## src/rtl/health_meter_if.sv

```systemverilog
// Pixel-position, event and display signals exchanged between the HUD and one health meter.
interface health_meter_if;
    logic [10:0] hcount_in;
    logic [9:0]  vcount_in;
    logic        new_frame;
    logic        damage_in;
    logic        heal_in;
    logic [7:0]  hp_out;
    logic [11:0] bcd_out;
    logic        dead_out;
    logic [11:0] pixel_out;

    modport master (
        output hcount_in, vcount_in, new_frame, damage_in, heal_in,
        input  hp_out, bcd_out, dead_out, pixel_out
    );

    modport slave (
        input  hcount_in, vcount_in, new_frame, damage_in, heal_in,
        output hp_out, bcd_out, dead_out, pixel_out
    );
endinterface

```

## src/rtl/health_meter.sv

```systemverilog
// Player health meter: saturating HP with damage/heal edges, flash/dead FSM,
// BCD export and a registered horizontal bar renderer.
module health_meter #(
    parameter int MAX_HP       = 100,
    parameter int DAMAGE_STEP  = 8,
    parameter int HEAL_STEP    = 4,
    parameter int LOW_HP       = 24,
    parameter int PX_PER_HP    = 1,
    parameter int POS_X        = 480,
    parameter int POS_Y        = 720,
    parameter int HEIGHT       = 32,
    parameter int FLASH_FRAMES = 8
) (
    input logic          clk,
    input logic          rst,
    health_meter_if.slave hm
);
    localparam int CW = (FLASH_FRAMES < 2) ? 1 : $clog2(FLASH_FRAMES + 1);
    localparam logic [CW-1:0] FLASH_N = CW'(FLASH_FRAMES);
    localparam logic [7:0]  HP_FULL = 8'(MAX_HP);
    localparam logic [15:0] X0      = 16'(POS_X);
    localparam logic [15:0] X_END   = 16'(POS_X + MAX_HP * PX_PER_HP);
    localparam logic [15:0] Y0      = 16'(POS_Y);
    localparam logic [15:0] Y_END   = 16'(POS_Y + HEIGHT);

    typedef enum logic [1:0] {ALIVE, FLASH, DEAD} state_t;

    state_t        state, state_n;
    logic [7:0]    hp, hp_n;
    logic [CW-1:0] flash_cnt, cnt_n;
    logic [11:0]   bcd;
    logic          dead;
    logic [11:0]   pixel, pixel_n;
    logic          damage_q, heal_q;

    // Shift-add-3 binary to BCD; hundreds fit in 4 bits for any 8-bit value.
    function automatic logic [11:0] to_bcd(input logic [7:0] bin);
        logic [19:0] sh;
        sh = {12'd0, bin};
        for (int i = 0; i < 8; i++) begin
            if (sh[11:8]  >= 4'd5) sh[11:8]  = sh[11:8]  + 4'd3;
            if (sh[15:12] >= 4'd5) sh[15:12] = sh[15:12] + 4'd3;
            if (sh[19:16] >= 4'd5) sh[19:16] = sh[19:16] + 4'd3;
            sh = sh << 1;
        end
        return sh[19:8];
    endfunction

    wire dmg_ev  = hm.damage_in & ~damage_q;
    wire heal_ev = hm.heal_in & ~heal_q;

    logic [8:0] hp9, heal_sum;
    logic [7:0] hp_dmg, hp_heal;
    always_comb begin
        hp9      = {1'b0, hp};
        heal_sum = hp9 + 9'(HEAL_STEP);
        hp_dmg   = (hp9 > 9'(DAMAGE_STEP)) ? 8'(hp9 - 9'(DAMAGE_STEP)) : 8'd0;
        hp_heal  = (heal_sum > 9'(MAX_HP)) ? HP_FULL : heal_sum[7:0];
    end

    // Damage wins over a coincident heal; a hit also overrides a frame tick.
    always_comb begin
        state_n = state;
        hp_n    = hp;
        cnt_n   = flash_cnt;
        case (state)
            ALIVE, FLASH: begin
                if (dmg_ev) begin
                    hp_n = hp_dmg;
                    if (hp_dmg == 8'd0) begin
                        state_n = DEAD;
                        cnt_n   = '0;
                    end else begin
                        state_n = FLASH;
                        cnt_n   = FLASH_N;
                    end
                end else begin
                    if (heal_ev) hp_n = hp_heal;
                    if (state == FLASH && hm.new_frame) begin
                        cnt_n = flash_cnt - 1'b1;
                        if (flash_cnt == CW'(1)) state_n = ALIVE;
                    end
                end
            end
            default: begin
                hp_n  = 8'd0;
                cnt_n = '0;
            end
        endcase
    end

    logic [15:0] hx, vy, fill_end;
    logic [11:0] fill_col;
    always_comb begin
        hx       = {5'd0, hm.hcount_in};
        vy       = {6'd0, hm.vcount_in};
        fill_end = X0 + 16'(hp) * 16'(PX_PER_HP);
        fill_col = ({1'b0, hp} <= 9'(LOW_HP)) ? 12'hF00 : 12'hFF0;
        if (state == FLASH && flash_cnt[0]) fill_col = 12'hFFF;
        pixel_n = 12'h000;
        if (vy >= Y0 && vy < Y_END && hx >= X0 && hx < X_END) begin
            if (state == DEAD || hx >= fill_end) pixel_n = 12'h400;
            else                                 pixel_n = fill_col;
        end
    end

    always_ff @(posedge clk) begin
        if (rst) begin
            state     <= ALIVE;
            hp        <= HP_FULL;
            flash_cnt <= '0;
            bcd       <= to_bcd(HP_FULL);
            dead      <= 1'b0;
            pixel     <= 12'h000;
            damage_q  <= 1'b0;
            heal_q    <= 1'b0;
        end else begin
            state     <= state_n;
            hp        <= hp_n;
            flash_cnt <= cnt_n;
            bcd       <= to_bcd(hp);
            dead      <= (state_n == DEAD);
            pixel     <= pixel_n;
            damage_q  <= hm.damage_in;
            heal_q    <= hm.heal_in;
        end
    end

    assign hm.hp_out    = hp;
    assign hm.bcd_out   = bcd;
    assign hm.dead_out  = dead;
    assign hm.pixel_out = pixel;
endmodule

```

## src/flat_wrapper.sv

```systemverilog
// flat-port wrapper written by rule: the top's interface ports become plain ports
module health_meter_flat 
#(
    parameter int MAX_HP       = 100,
    parameter int DAMAGE_STEP  = 8,
    parameter int HEAL_STEP    = 4,
    parameter int LOW_HP       = 24,
    parameter int PX_PER_HP    = 1,
    parameter int POS_X        = 480,
    parameter int POS_Y        = 720,
    parameter int HEIGHT       = 32,
    parameter int FLASH_FRAMES = 8
)
  (clk, rst, hm_hcount_in, hm_vcount_in, hm_new_frame, hm_damage_in, hm_heal_in, hm_hp_out, hm_bcd_out, hm_dead_out, hm_pixel_out);
  health_meter_if hm_i ();
  input logic clk;
  input logic rst;
  input wire logic [$bits(hm_i.hcount_in)-1:0] hm_hcount_in;
  input wire logic [$bits(hm_i.vcount_in)-1:0] hm_vcount_in;
  input wire logic [$bits(hm_i.new_frame)-1:0] hm_new_frame;
  input wire logic [$bits(hm_i.damage_in)-1:0] hm_damage_in;
  input wire logic [$bits(hm_i.heal_in)-1:0] hm_heal_in;
  output wire logic [$bits(hm_i.hp_out)-1:0] hm_hp_out;
  output wire logic [$bits(hm_i.bcd_out)-1:0] hm_bcd_out;
  output wire logic [$bits(hm_i.dead_out)-1:0] hm_dead_out;
  output wire logic [$bits(hm_i.pixel_out)-1:0] hm_pixel_out;
  assign hm_i.hcount_in = hm_hcount_in;
  assign hm_i.vcount_in = hm_vcount_in;
  assign hm_i.new_frame = hm_new_frame;
  assign hm_i.damage_in = hm_damage_in;
  assign hm_i.heal_in = hm_heal_in;
  assign hm_hp_out = hm_i.hp_out;
  assign hm_bcd_out = hm_i.bcd_out;
  assign hm_dead_out = hm_i.dead_out;
  assign hm_pixel_out = hm_i.pixel_out;
  health_meter #(.MAX_HP(MAX_HP), .DAMAGE_STEP(DAMAGE_STEP), .HEAL_STEP(HEAL_STEP), .LOW_HP(LOW_HP), .PX_PER_HP(PX_PER_HP), .POS_X(POS_X), .POS_Y(POS_Y), .HEIGHT(HEIGHT), .FLASH_FRAMES(FLASH_FRAMES)) u_core (.clk(clk), .rst(rst), .hm(hm_i));
endmodule
```

## config.mk

```make
export PLATFORM = sky130hd
export DESIGN_NAME = health_meter_flat
export DESIGN_NICKNAME = d
export VERILOG_FILES = /design/src/rtl/health_meter_if.sv /design/src/rtl/health_meter.sv /design/src/flat_wrapper.sv
export SDC_FILE = /design/constraint.sdc
export NUM_CORES = 1
export LEC_CHECK = 0
export BUFFER_PORTS_ARGS = -buffer_cell sky130_fd_sc_hd__buf_2
export CORE_ASPECT_RATIO = 1.5
export CORE_UTILIZATION = 55
export DETAILED_ROUTE_END_ITERATION = 10
export GPL_TIMING_DRIVEN = 0
export PLACE_DENSITY_LB_ADDON = 0.05
export SLEW_MARGIN = 10
export SYNTH_ARGS = -nofsm -noshare
export SYNTH_HDL_FRONTEND = slang
export SYNTH_SLANG_ARGS = --single-unit
export TNS_END_PERCENT = 10
```

## constraint.sdc

```tcl
create_clock -name clk -period 10.5 [get_ports clk]
set_clock_uncertainty 0.2 [all_clocks]
set_input_delay 0.525 -clock clk [delete_from_list [all_inputs] [get_ports clk]]
set_output_delay 0.525 -clock clk [all_outputs]
set_load 0.01 [all_outputs]
```

## After elaboration in Yosys (flattened, before gate mapping)

Index checks and enable logic that the tools add are counted.
W data, S select, Z words.

| word-level totals | value |
|---|---|
| word-level logic and storage cells | 137 |
| input bits | 26 |
| output and inout bits | 33 |
| bits in registers | 41 |

| cells by class | value |
|---|---|
| equal/unequal tests | 5 |
| mux-type cells | 52 |
| bitwise operators | 6 |
| magnitude comparators | 27 |
| add/sub/neg operators | 23 |
| reductions and logical operators | 14 |

Operator list:

| operator | count |
|---|---|
| $mux W4 | 28 |
| $ge A4 B3 Y1 const B | 18 |
| $add A4 B2 Y4 const B | 12 |
| $mux W8 | 6 |
| $mux W3 | 11 |
| $add A3 B2 Y3 const B | 6 |
| $ge A11 B16 Y1 | 1 |
| $ge A11 B9 Y1 const B | 1 |
| $lt A11 B10 Y1 const B | 1 |
| $mux W11 | 1 |
| $add A9 B8 Y10 const A | 1 |
| $ge A10 B10 Y1 const B | 1 |
| $lt A10 B10 Y1 const B | 1 |
| $mux W2 | 5 |
| $add A8 B3 Y9 const B | 1 |
| $gt A9 B7 Y1 const B | 1 |
| $gt A8 B4 Y1 const B | 1 |
| $le A8 B5 Y1 const B | 1 |
| $logic_not A8 Y1 | 1 |
| $sub A8 B4 Y8 const B | 1 |
| $mux W7 | 1 |
| $reduce_or A2 Y1 | 3 |
| $logic_and A1 B1 Y1 | 5 |
| $eq A2 B2 Y1 const B | 2 |
| other kinds (12) | 17 |

## Depth between registers and ports, before layout

Gate-level depths: netlist of run 1.

| depth | value |
|---|---|
| word-level depth | 20 |
| gate-level depth with buffers | 28 |
| depth with buffers taken out | 27 |

## Worst setup path before layout of run 1

OpenSTA, ideal clock, no wires.

| path | value |
|---|---|
| path kind | register to register |
| start point | reg u_core.hp[5] (netlist: u_core.hm.hp_out[5]) |
| end point | reg u_core.bcd[7] (netlist: u_core.hm.bcd_out[7]) |
| period minus slack after synthesis | 5.624 ns |
| setup slack | 4.876 ns |
| arrival | 5.353 ns |
| data required time | 10.229 ns |
| stages on the path, launching flop included | 28 |
| setup time | 0.071 ns |
| buffers on the path | 1 |
| path through | dfxtp_1 buf_2 inv_2 ha_1 inv_1 ha_1 a21o_2 xnor2_2 ha_1 nor2b_1 a211oi_2 nor2_4 xnor2_1 ha_1 nand2b_1 nand2_1 a2111oi_0 nor3b_1 a31oi_1 inv_1 ha_1 inv_1 ha_1 a21oi_1 nor2b_1 or2_0 or3_1 a21oi_1 |

| on the way | value |
|---|---|
| word-level cells in the longest chain between the ends | 14 |
| elaborated cells on any way between the ends | 31 |
| those cells by class | 8 x add/sub; 8 x order compare; 15 x mux |

RTL lines:

| element | line | RTL |
|---|---|---|
| from (decl) | health_meter.sv:29 | `logic [7:0] hp, hp_n;` |
| from (signal assigned) | health_meter.sv:119 | `hp <= hp_n;` |
| $add A4 B2 Y4 / $ge A4 B3 Y1 (equally long branches) | health_meter.sv:41 | `if (sh[11:8] >= 4'd5) sh[11:8] = sh[11:8] + 4'd3;` |
| $mux W4 * | health_meter.sv:41 |  |
| $mux W4 * | health_meter.sv:108 | `if (rst) begin` |
| $add A4 B2 Y4, or another cell as far along | health_meter.sv:41 |  |
| $mux W4 (on tied branches) | health_meter.sv:41, health_meter.sv:42 |  |
| $mux W4 | health_meter.sv:108 |  |
| $add A4 B2 Y4, or another cell as far along | health_meter.sv:41 |  |
| $mux W4 (on tied branches) | health_meter.sv:41, health_meter.sv:42 |  |
| $mux W4 | health_meter.sv:108 |  |
| $add A4 B2 Y4, or another cell as far along | health_meter.sv:41 |  |
| $mux W4 (on tied branches) | health_meter.sv:41, health_meter.sv:42 |  |
| $mux W4 | health_meter.sv:108 |  |
| $add A4 B2 Y4 / $ge A4 B3 Y1 (equally long branches) | health_meter.sv:42 | `if (sh[15:12] >= 4'd5) sh[15:12] = sh[15:12] + 4'd3;` |
| $mux W4 * | health_meter.sv:42 |  |
| to (signal assigned) | health_meter.sv:112 | `bcd <= to_bcd(HP_FULL);` |
| to (signal assigned) | health_meter.sv:121 | `bcd <= to_bcd(hp);` |
| to (decl) | health_meter.sv:31 | `logic [11:0] bcd;` |

Every way passes the cells marked *; elsewhere a longest branch is shown, timed or not. The select of a mux whose other input is x is not followed.
A chain may end at the register's enable or synchronous reset.

## Worst setup path in the final report of run 1

Ends and elaborated chain as after synthesis.

==> flow_summary.ini, run 1 <==
[setup_path]
reg2reg_to = u_core.hm.bcd_out[7]$_SDFF_PP0_
cp_data_arrival_time_ns = 6.45
crit_buf_inv = 5
slowest_delay_ns = 0.55
r2r_slack_ns = 4.06
reg2regPathDepth = 27
worst-setup-path-type = register to register
cp.depth = 27
r2r-start = u_core.hm.hp_out[5]$_SDFFE_PP1P_
cp_max_fo = 10
worstPathRequired_ns = 10.51
slowest_stage = dfxtp_1
crit_path_start_kind = register
crit_path_frequent_cell = ha_1
end_kind = register
worst_path_dominant_cell_family = simple AND/OR/NAND/NOR gates

[clock_tree]
htree_levels = 2
clkLatencyLatePin_ns = 0.29
cts_tree = built
cts-resized-gates = 0
clock_path_buffers = 2
clk_pin_slew_worst_paths_ns = 0.07
cts-root-buf = clkbuf_8
cts_setup_buffers = 0
cts.sinks = 31
hold_buffers = 0
numCtsBuffers = 5

[layout]
area_growth_pct = 15.6
diodes = 0
drive_gt1_frac = 0.239
nets = 465

[synth]
synth_top_area_cell = dfxtp_1
synthDominantCellAreaShare = 0.224
synth-edff-count = 0
ys_types = 68
syn_inst = 349
ys.flop_type = dfxtp_1
synth_area_leaders = dfxtp_1 (22%), ha_1 (14%), nor2_1 (4.8%), a21oi_1 (4.2%), buf_4 (2.7%)
ys_seq_area_frac = 0.224
async_flop_share = 0
synth_area_mm2 = 0.00277
ys_ff_latch = 31
syn_area_per_cell_um2 = 7.92
ys_warn_count = 0

[drt]
ant_nets = 0
avgRoutedWirePerCell_um = 14.3
vias_per_cell = 5.72
vias = 2721
drc = 0
drt-pass1-iter-count = 5
routed_wl_um = 6820
drt-initial-drc-count = 96

[sta]
slew_viol_final = 0
finalCriticalPeriod_ns = 6.44
post-route-period-util = 0.613
setup_viol = 0
rsz0062_at_grt = no
hold_viol = 0
max_slew_margin = 0.595
hold_ws_ns = 0.280
max_freq_mhz = 155
setup_tns_ns = 0
tightestPinTransition_ns = 0.601

[pwr]
p_per_area_mw_per_mm2 = 163
leakage_nw = 1.46
irDropWorstVdd_v = 0.000145

[hold_path]
hold-path-endpoint = u_core.heal_q$_SDFF_PP0_
whs_path_depth = 3
hp-class = input pin to register
hold_path.startpoint = hm_heal_in

[placement]
dp_hpwl_um = 5400
gp_congestion = 0.981
port_buffers = 52

[floorplan]
core_mm2 = 0.00485
initial_core_util = 0.570
die_area_mm2 = 0.00532
dieHeight_um = 88.8
pin_count = 59
die_x_um = 59.9
core.rowCount = 31

[global_route]
grt-ovfl-total = 0
grt_first_pass_wirelength_um = 11200
grt_max_degree = 11
grt_usage = 0.281
grt_pass1_vias = 2540
antenna_found_initial = 0

[flow_run]
cap_violations = 0

[outcome]
status = completed
[worst register-to-register path, delay by kind of cell (launching register included)]
| kind | cells | cell delay, ns |
|---|---|---|
| AOI/OAI and AO/OA | 6 | 1.47 |
| adders and majority gates | 6 | 1.45 |
| and+or+nand+nor | 8 | 1.56 |
| buffers and inverters | 5 | 0.68 |
| DFF | 1 | 0.55 |
| xor gates and xnor gates | 2 | 0.46 |
[placed cells by master, fill, tap and decap left out, types with 5 or more instances in the layout]
cell	synthesis	layout
ha_1	30	30
nand4_1	5	5
nor2b_1	11	11
or3_1	5	5
o21ai_0	13	13
o22ai_1	5	5
nor4b_1	5	5
buf_2	3	55
nand3_1	11	11
nand2_1	18	18
clkbuf_8	0	5
a211oi_1	7	7
nor2_1	35	35
a21oi_1	23	23
a31oi_1	6	6
nor3_1	14	14
clkbuf_1	9	10
dfxtp_1	31	31
inv_1	19	19
a21o_1	8	8
buf_4	10	10
[layout make-up]
class	count	area (um^2)
Timing Repair Buffer	52	260
Buffer	25	143
Fill cell	468	1650
Multi-Input combinational cell	274	1930
Tap cell	66	82.6
Clock inverter	2	12.5
Sequential cell	31	621
Clock buffer	6	72.6
Inverter	20	75.1
[cell families (layout without fill, tap and decap cells)]
group           count (synthesis)  after routing  share of synthesized area
buf+inv                        45            105                     0.0787
simple gates                  127            127                      0.247
flops                          31             31                      0.224
compound gates                 99             99                      0.248
xor+xnor                        7              7                     0.0249
fa+ha+maj                      30             30                      0.136
mux                             9              9                     0.0398
other cells                     1              2                    0.00136
[worst max-delay path by stage]
| stage | slack (ns) | end | start |
|---|---|---|---|
| 2_1_floorplan | 4.88 | u_core.hm.bcd_out[7]$_SDFF_PP0_ | u_core.hm.hp_out[5]$_SDFFE_PP1P_ |
| 3_3_place_gp | 4.22 | u_core.hm.bcd_out[7]$_SDFF_PP0_ | u_core.hm.hp_out[5]$_SDFFE_PP1P_ |
| 3_5_place_dp | 4.09 | u_core.hm.bcd_out[7]$_SDFF_PP0_ | u_core.hm.hp_out[5]$_SDFFE_PP1P_ |
| 4_1_cts | 4.04 | u_core.hm.bcd_out[7]$_SDFF_PP0_ | u_core.hm.hp_out[5]$_SDFFE_PP1P_ |
| 5_1_grt | 3.50 | u_core.hm.bcd_out[7]$_SDFF_PP0_ | u_core.hm.hp_out[5]$_SDFFE_PP1P_ |
| 6_report | 4.06 | u_core.hm.bcd_out[7]$_SDFF_PP0_ | u_core.hm.hp_out[5]$_SDFFE_PP1P_ |
[Yosys cell counts, drive strengths merged (2+ instances only)]
library cell and instances:
a2111oi 3, a211oi 10, a21boi 2, a21o 9
a21oi 27, a31oi 6, and2 3, and3 4
buf 16, clkbuf 9, dfxtp 31, ha 30
inv 20, mux2 3, mux2i 6, nand2 18
nand2b 4, nand3 11, nand4 5, nor2 36
nor2b 11, nor3 14, nor4 4, nor4b 6
o211ai 2, o21a 2, o21ai 16, o21bai 2
o221ai 2, o22ai 5, o31ai 2, or3 7
xnor2 4, xor2 3
[state kept, by name (all words and copies together) (netlist names)]
register	cells
u_core.hm.bcd_out	10
u_core.hm.hp_out	8
u_core.flash_cnt	4
u_core.hm.pixel_out	4
u_core.state	2
u_core.damage_q	1
u_core.heal_q	1
u_core.hm.dead_out	1
[metal layers]
metal  GRT usage  vias to the layer above  routed length, um
met2       0.549                       74               3700
met4       0.131                        0                242
li1            -                     1380                  -
met5           0                        -                  0
met1       0.276                     1251               2640
met3      0.0439                       16                235
[where the power goes]
group	switching (mW)	leakage, nW	internal (mW)	total, mW
combinational	0.164	1.16	0.117	0.281
clock	0.0481	0.0412	0.0463	0.0943
sequential	0.0105	0.253	0.134	0.145
[stage by stage]
stage / cells / setup WS (ns) / utilization / area [um^2] / power [mW]
after floorplan: 350 / 4.88 / - / 2770 / 0.362
after global placement: 468 / 4.22 / 0.642 / 3110 / 0.421
after detailed placement: 468 / 4.09 / 0.642 / 3110 / 0.426
after CTS: 476 / 4.04 / 0.659 / 3200 / 0.522
after global routing: 476 / 3.50 / 0.659 / 3200 / 0.562
final: 476 / 4.06 / 0.659 / 3200 / 0.520
No activity file was read; power rests on OpenSTA's default activity.
==> run 2, diff against run 1 <==
Settings changed: ABC_AREA set to 1, CORE_UTILIZATION 55 to 49.
Clock period 10.5 ns to 5.59 ns, I/O delays scaled along.
==> run 2 against run 1 <==
  * Die area rose by 2.9%
  * Sequential power increased by 87%
  * Flip-flop and latch count unchanged
  * Sequential share of layout area up 1.4 points
  * Critical path depth up 5
  * Final area fell by 6.7%
  * Clock power increased by 110%
  * Synthesized area is 8.3% lower
  * Final cell count increased by 2.5%
  * Critical path type unchanged
  * Largest cell class unchanged
==> flow_summary.ini, run 2 <==
[clock_tree]
htree_levels = 2
clk_pin_slew_worst_paths_ns = 0.07
cts-resized-gates = 0
hold_buffers = 0
cts-root-buf = clkbuf_8
cts_setup_buffers = 0
clkLatencyLatePin_ns = 0.28
cts_tree = built
cts.sinks = 31
numCtsBuffers = 5
clock_path_buffers = 2

[global_route]
grt_usage = 0.230
grt-ovfl-total = 0
antenna_found_initial = 0
grt_pass1_vias = 2364
grt_first_pass_wirelength_um = 9780
grt_max_degree = 14

[layout]
nFillCells = 499
final_area_mm2 = 0.00298
diodes = 0
largest_reg_flops = 10
mostFrequentLayoutCells = nand2_1 (61), inv_1 (53), buf_2 (52), dfxtp_1 (31), ha_1 (30)
regArea_um2 = 621
area_growth_pct = 17.6
nets = 477
multiInputGateArea_mm2 = 0.00161
drive_gt1_frac = 0.263
stdcell_count = 488
final_common_cell = nand2_1

[sta]
rsz0062_at_grt = no
post-route-period-util = 0.894
setup_viol = 0
tightestPinTransition_ns = 0.589
setup_tns_ns = 0
hold_viol = 0
max_slew_margin = 0.606
max_freq_mhz = 200
hold_ws_ns = 0.00517
setup_slack_ns = 0.592
finalCriticalPeriod_ns = 5.00
slew_viol_final = 0

[placement]
placed_area_mm2 = 0.00288
pre_cts_ws_ns = 0.605
dp_hpwl_um = 4540
dp.cells = 480
port_buffers = 51
gp_congestion = 0.816

[setup_path]
reg2regPathDepth = 32
r2r-start = u_core.hm.hp_out[5]$_SDFFE_PP1P_
slowest_delay_ns = 0.44
worstPathRequired_ns = 5.60
cp_data_arrival_time_ns = 5.01
worst-setup-path-type = register to register
reg2reg_to = u_core.hm.bcd_out[6]$_SDFF_PP0_
r2r_slack_ns = 0.59
crit_path_start_kind = register
endpoint = u_core.hm.bcd_out[6]$_SDFF_PP0_
crit_path_frequent_cell = inv_1
slowest_stage = dfxtp_1
end_kind = register
startpoint = u_core.hm.hp_out[5]$_SDFFE_PP1P_
cp_max_fo = 8

[drt]
avgRoutedWirePerCell_um = 11.8
drt-initial-drc-count = 69
drt-pass1-iter-count = 4
ant_nets = 0
vias = 2451
drc = 0
vias_per_cell = 5.02
routed_wl_um = 5740

[synth]
yosysMostFrequentCell = nand2_1
synth_area_leaders = dfxtp_1 (24%), ha_1 (15%), nand2_1 (9.0%), inv_1 (7.8%), nand3_1 (4.7%)
synthDominantCellAreaShare = 0.245
synthTopCellsByCount = nand2_1 (61), inv_1 (53), dfxtp_1 (31)
ys_ff_latch = 31
synth-edff-count = 0
ys.flop_type = dfxtp_1
async_flop_share = 0
ys_warn_count = 0
syn_area_per_cell_um2 = 7.01
ys_types = 41
synth_top_area_cell = dfxtp_1
synth_area_mm2 = 0.00254
syn_inst = 362
ys_seq_area_frac = 0.245

[floorplan]
dieHeight_um = 90.1
initial_core_util = 0.519
core_mm2 = 0.00489
pin_count = 59
core.rowCount = 31
die_area_mm2 = 0.00547
die_x_um = 60.7

[pwr]
leakage_nw = 1.59
irDropWorstVdd_v = 0.000166
p_per_area_mw_per_mm2 = 327

[hold_path]
hp-class = input pin to register

[outcome]
status = completed

[flow_run]
cap_violations = 0
==> run 2: cells by family (layout without fill, tap and decap cells) <==
logic type                 Yosys count  count (layout)  share of synthesized area
other                                1               2                    0.00148
AOI/OAI and AO/OA                   60              60                      0.148
xor gates and xnor gates             8               8                     0.0276
adders and majority gates           30              30                      0.148
buffers and inverters               71             130                      0.120
DFF                                 31              31                      0.245
and+or+nand+nor                    161             161                      0.310
==> run 2: layout make-up <==
class | count | area share
multi-input cells | 261 | 0.541
well taps | 66 | 0.0277
inverters | 57 | 0.0718
repair buffers | 51 | 0.0856
clock buffers | 7 | 0.0323
flip-flops and latches | 31 | 0.208
clock inverters | 1 | 0.00252
plain buffers | 14 | 0.0306
==> run 2: report_power, final <==
group / internal, mW / switching [mW] / total [mW]
clock network: 0.112 / 0.0868 / 0.199
registers: 0.251 / 0.0194 / 0.271
logic: 0.189 / 0.317 / 0.506
total: 0.553 / 0.423 / 0.976
==> run 2: layer usage <==
metal / wire [um] / GRT usage / up-vias
li1: - / - / 1287
met1: 2330 / 0.244 / 1097
met2: 3070 / 0.429 / 52
met3: 178 / 0.0317 / 15
met4: 156 / 0.0890 / 0
met5: 0 / 0 / -
==> run 2: stage by stage <==
stage | utilization | power, mW
3_5_place_dp | 0.589 | 0.784
5_1_grt | 0.610 | 1.07
3_3_place_gp | 0.589 | 0.774
2_1_floorplan | - | 0.679
4_1_cts | 0.610 | 0.984
6_report | 0.610 | 0.976
==> run 2: how the worst min path moves through the flow <==
stage / to / slack (ns) / start / depth (start not counted)
2_1_floorplan: u_core.hm.pixel_out[10]$_SDFF_PP0_ / 0.19 / hm_hcount_in[9] / 1
3_3_place_gp: u_core.hm.bcd_out[0]$_SDFF_PP0_ / 0.29 / u_core.hm.hp_out[0]$_SDFFE_PP0P_ / 2
3_5_place_dp: u_core.hm.bcd_out[0]$_SDFF_PP0_ / 0.29 / u_core.hm.hp_out[0]$_SDFFE_PP0P_ / 2
4_1_cts: u_core.damage_q$_SDFF_PP0_ / 0.003 / hm_damage_in / 3
5_1_grt: u_core.heal_q$_SDFF_PP0_ / 0.01 / hm_heal_in / 3
6_report: u_core.heal_q$_SDFF_PP0_ / 0.005 / hm_heal_in / 3
==> run 2: critical path: cells and delay by family (launching register included) <==
kind	cells	cell delay [ns]
DFF	1	0.44
adders and majority gates	6	1.17
buffers and inverters	8	0.74
AOI/OAI and AO/OA	3	0.54
and+or+nand+nor	14	1.58
xor gates and xnor gates	1	0.25
==> run 3, diff against run 2 <==
--- a/config.mk
+++ b/config.mk
@@ -8,5 +8,5 @@
 export ABC_AREA = 1
 export BUFFER_PORTS_ARGS = -buffer_cell sky130_fd_sc_hd__buf_2
-export CORE_ASPECT_RATIO = 1.5
+export CORE_ASPECT_RATIO = 1.4
 export CORE_UTILIZATION = 49
 export DETAILED_ROUTE_END_ITERATION = 10
==> constraint.sdc (replaced) <==
create_clock -name clk -period 5.59 [get_ports clk]
set_clock_uncertainty 0.2 [all_clocks]
set_input_delay 0.8385 -clock clk [delete_from_list [all_inputs] [get_ports clk]]
set_output_delay 0.8385 -clock clk [all_outputs]
set_load 0.01 [all_outputs]
==> run 3 against run 2 <==
  * Final cell count decreased by 0.61%
  * Critical path depth increased by 1
  * Sequential power about the same
==> flow_summary.ini, run 3 (synthesized netlist as in run 2, its figures left out) <==
[sta]
slew_viol_final = 0
setup_viol = 0
post-route-period-util = 0.889
finalCriticalPeriod_ns = 4.97
rsz0062_at_grt = no
hold_ws_ns = 0.292
max_freq_mhz = 201
hold_viol = 0
tightestPinTransition_ns = 0.607
setup_tns_ns = 0
max_slew_margin = 0.594

[setup_path]
crit_path_frequent_cell = inv_1
worst-setup-path-type = register to register
cp_data_arrival_time_ns = 4.93
worst_path_dominant_cell_family = simple AND/OR/NAND/NOR gates
worstPathRequired_ns = 5.55
crit_buf_inv = 9
end_kind = register
slowest_delay_ns = 0.42
cp.depth = 33
cp_max_fo = 8
reg2regPathDepth = 33
slowest_stage = dfxtp_1
crit_path_start_kind = register

[layout]
nFillCells = 472
nets = 477
final_common_cell = nand2_1
regArea_um2 = 621
drive_gt1_frac = 0.259
largest_reg_flops = 10
area_growth_pct = 17.4
diodes = 0
mostFrequentLayoutCells = nand2_1 (61), inv_1 (53), buf_2 (52), dfxtp_1 (31), ha_1 (30)
stdcell_count = 485
final_area_mm2 = 0.00298
multiInputGateArea_mm2 = 0.00161

[clock_tree]
cts_setup_buffers = 0
cts-resized-gates = 0
hold_buffers = 0
cts-root-buf = clkbuf_8
clock_path_buffers = 2
cts.sinks = 31
clkLatencyLatePin_ns = 0.28
clk_pin_slew_worst_paths_ns = 0.06
htree_levels = 2
numCtsBuffers = 5
cts_tree = built

[placement]
gp_congestion = 0.891
port_buffers = 51
placed_area_mm2 = 0.00288
dp_hpwl_um = 4530
dp.cells = 478

[hold_path]
hp-class = register to register
whs_path_depth = 2

[floorplan]
initial_core_util = 0.516
die_area_mm2 = 0.00547
dieHeight_um = 87.1
core.rowCount = 30
core_mm2 = 0.00492
pin_count = 59
die_x_um = 62.8

[pwr]
intPower_mw = 0.571
seq_power_share = 0.274
irDropWorstVdd_v = 0.000197
p_clk_frac = 0.214
power_frac_comb = 0.512
leakage_nw = 1.59
swShare = 0.422
p_per_area_mw_per_mm2 = 332
p_sw_mw = 0.416

[global_route]
grt_first_pass_wirelength_um = 9560
grt_usage = 0.222
grt_max_degree = 14
grt_pass1_vias = 2255
grt-ovfl-total = 0
antenna_found_initial = 0

[outcome]
status = completed

[drt]
ant_nets = 0
avgRoutedWirePerCell_um = 11.6
drt-initial-drc-count = 77
routed_wl_um = 5640
vias_per_cell = 5.01
drt-pass1-iter-count = 5
drc = 0
vias = 2428

[flow_run]
cap_violations = 0
-- run 3: power groups by stage --
stage / Combinational [mW] / Clock [mW] / Sequential [mW]
2_1_floorplan: 0.393 / 0 / 0.286
3_3_place_gp: 0.498 / 0 / 0.276
3_5_place_dp: 0.507 / 0 / 0.275
4_1_cts: 0.509 / 0.218 / 0.271
5_1_grt: 0.586 / 0.226 / 0.274
6_report: 0.506 / 0.211 / 0.271
-- run 3: final cells by class --
cell class	instances	share of cell area
Inverter	57	0.0718
Buffer	14	0.0307
Sequential cell	31	0.208
Multi-Input combinational cell	261	0.542
Tap cell	64	0.0269
Clock buffer	6	0.0244
Timing Repair Buffer	51	0.0857
Clock inverter	1	0.0101
-- run 3: path summary, 6_finish.rpt --
check	start	end	slack (ns)
max	u_core.hm.hp_out[5]$_SDFFE_PP1P_	u_core.hm.bcd_out[8]$_SDFF_PP1_	0.62
min	u_core.hm.hp_out[0]$_SDFFE_PP0P_	u_core.hm.bcd_out[0]$_SDFF_PP0_	0.29
max reg2reg	u_core.hm.hp_out[5]$_SDFFE_PP1P_	u_core.hm.bcd_out[8]$_SDFF_PP1_	0.62
min reg2reg	u_core.hm.hp_out[0]$_SDFFE_PP0P_	u_core.hm.bcd_out[0]$_SDFF_PP0_	0.29
-- run 3: routing by layer --
layer  wire length (um)  track usage
met1               2370        0.228
met5                  0            0
met3                174       0.0445
met4                120       0.0867
met2               2980        0.435
-- run 3: worst reg2reg max path, delay by kind of cell, from the launching register on --
family | cells | cell delay [ns]
AO/OA/AOI/OAI | 1 | 0.31
adder cells (fa/ha/maj) | 6 | 1.16
flip-flops | 1 | 0.42
buffers and inverters | 9 | 0.78
AND/OR/NAND/NOR | 16 | 1.73
XOR/XNOR | 1 | 0.25
-- run 3: metrics by stage --
stage	setup slack, ns	total power [mW]	utilization
floorplan	1.13	0.679	-
global placement	0.707	0.774	0.585
detailed placement	0.629	0.783	0.585
CTS	0.617	0.998	0.606
global route	0.113	1.09	0.606
finish	0.621	0.988	0.606
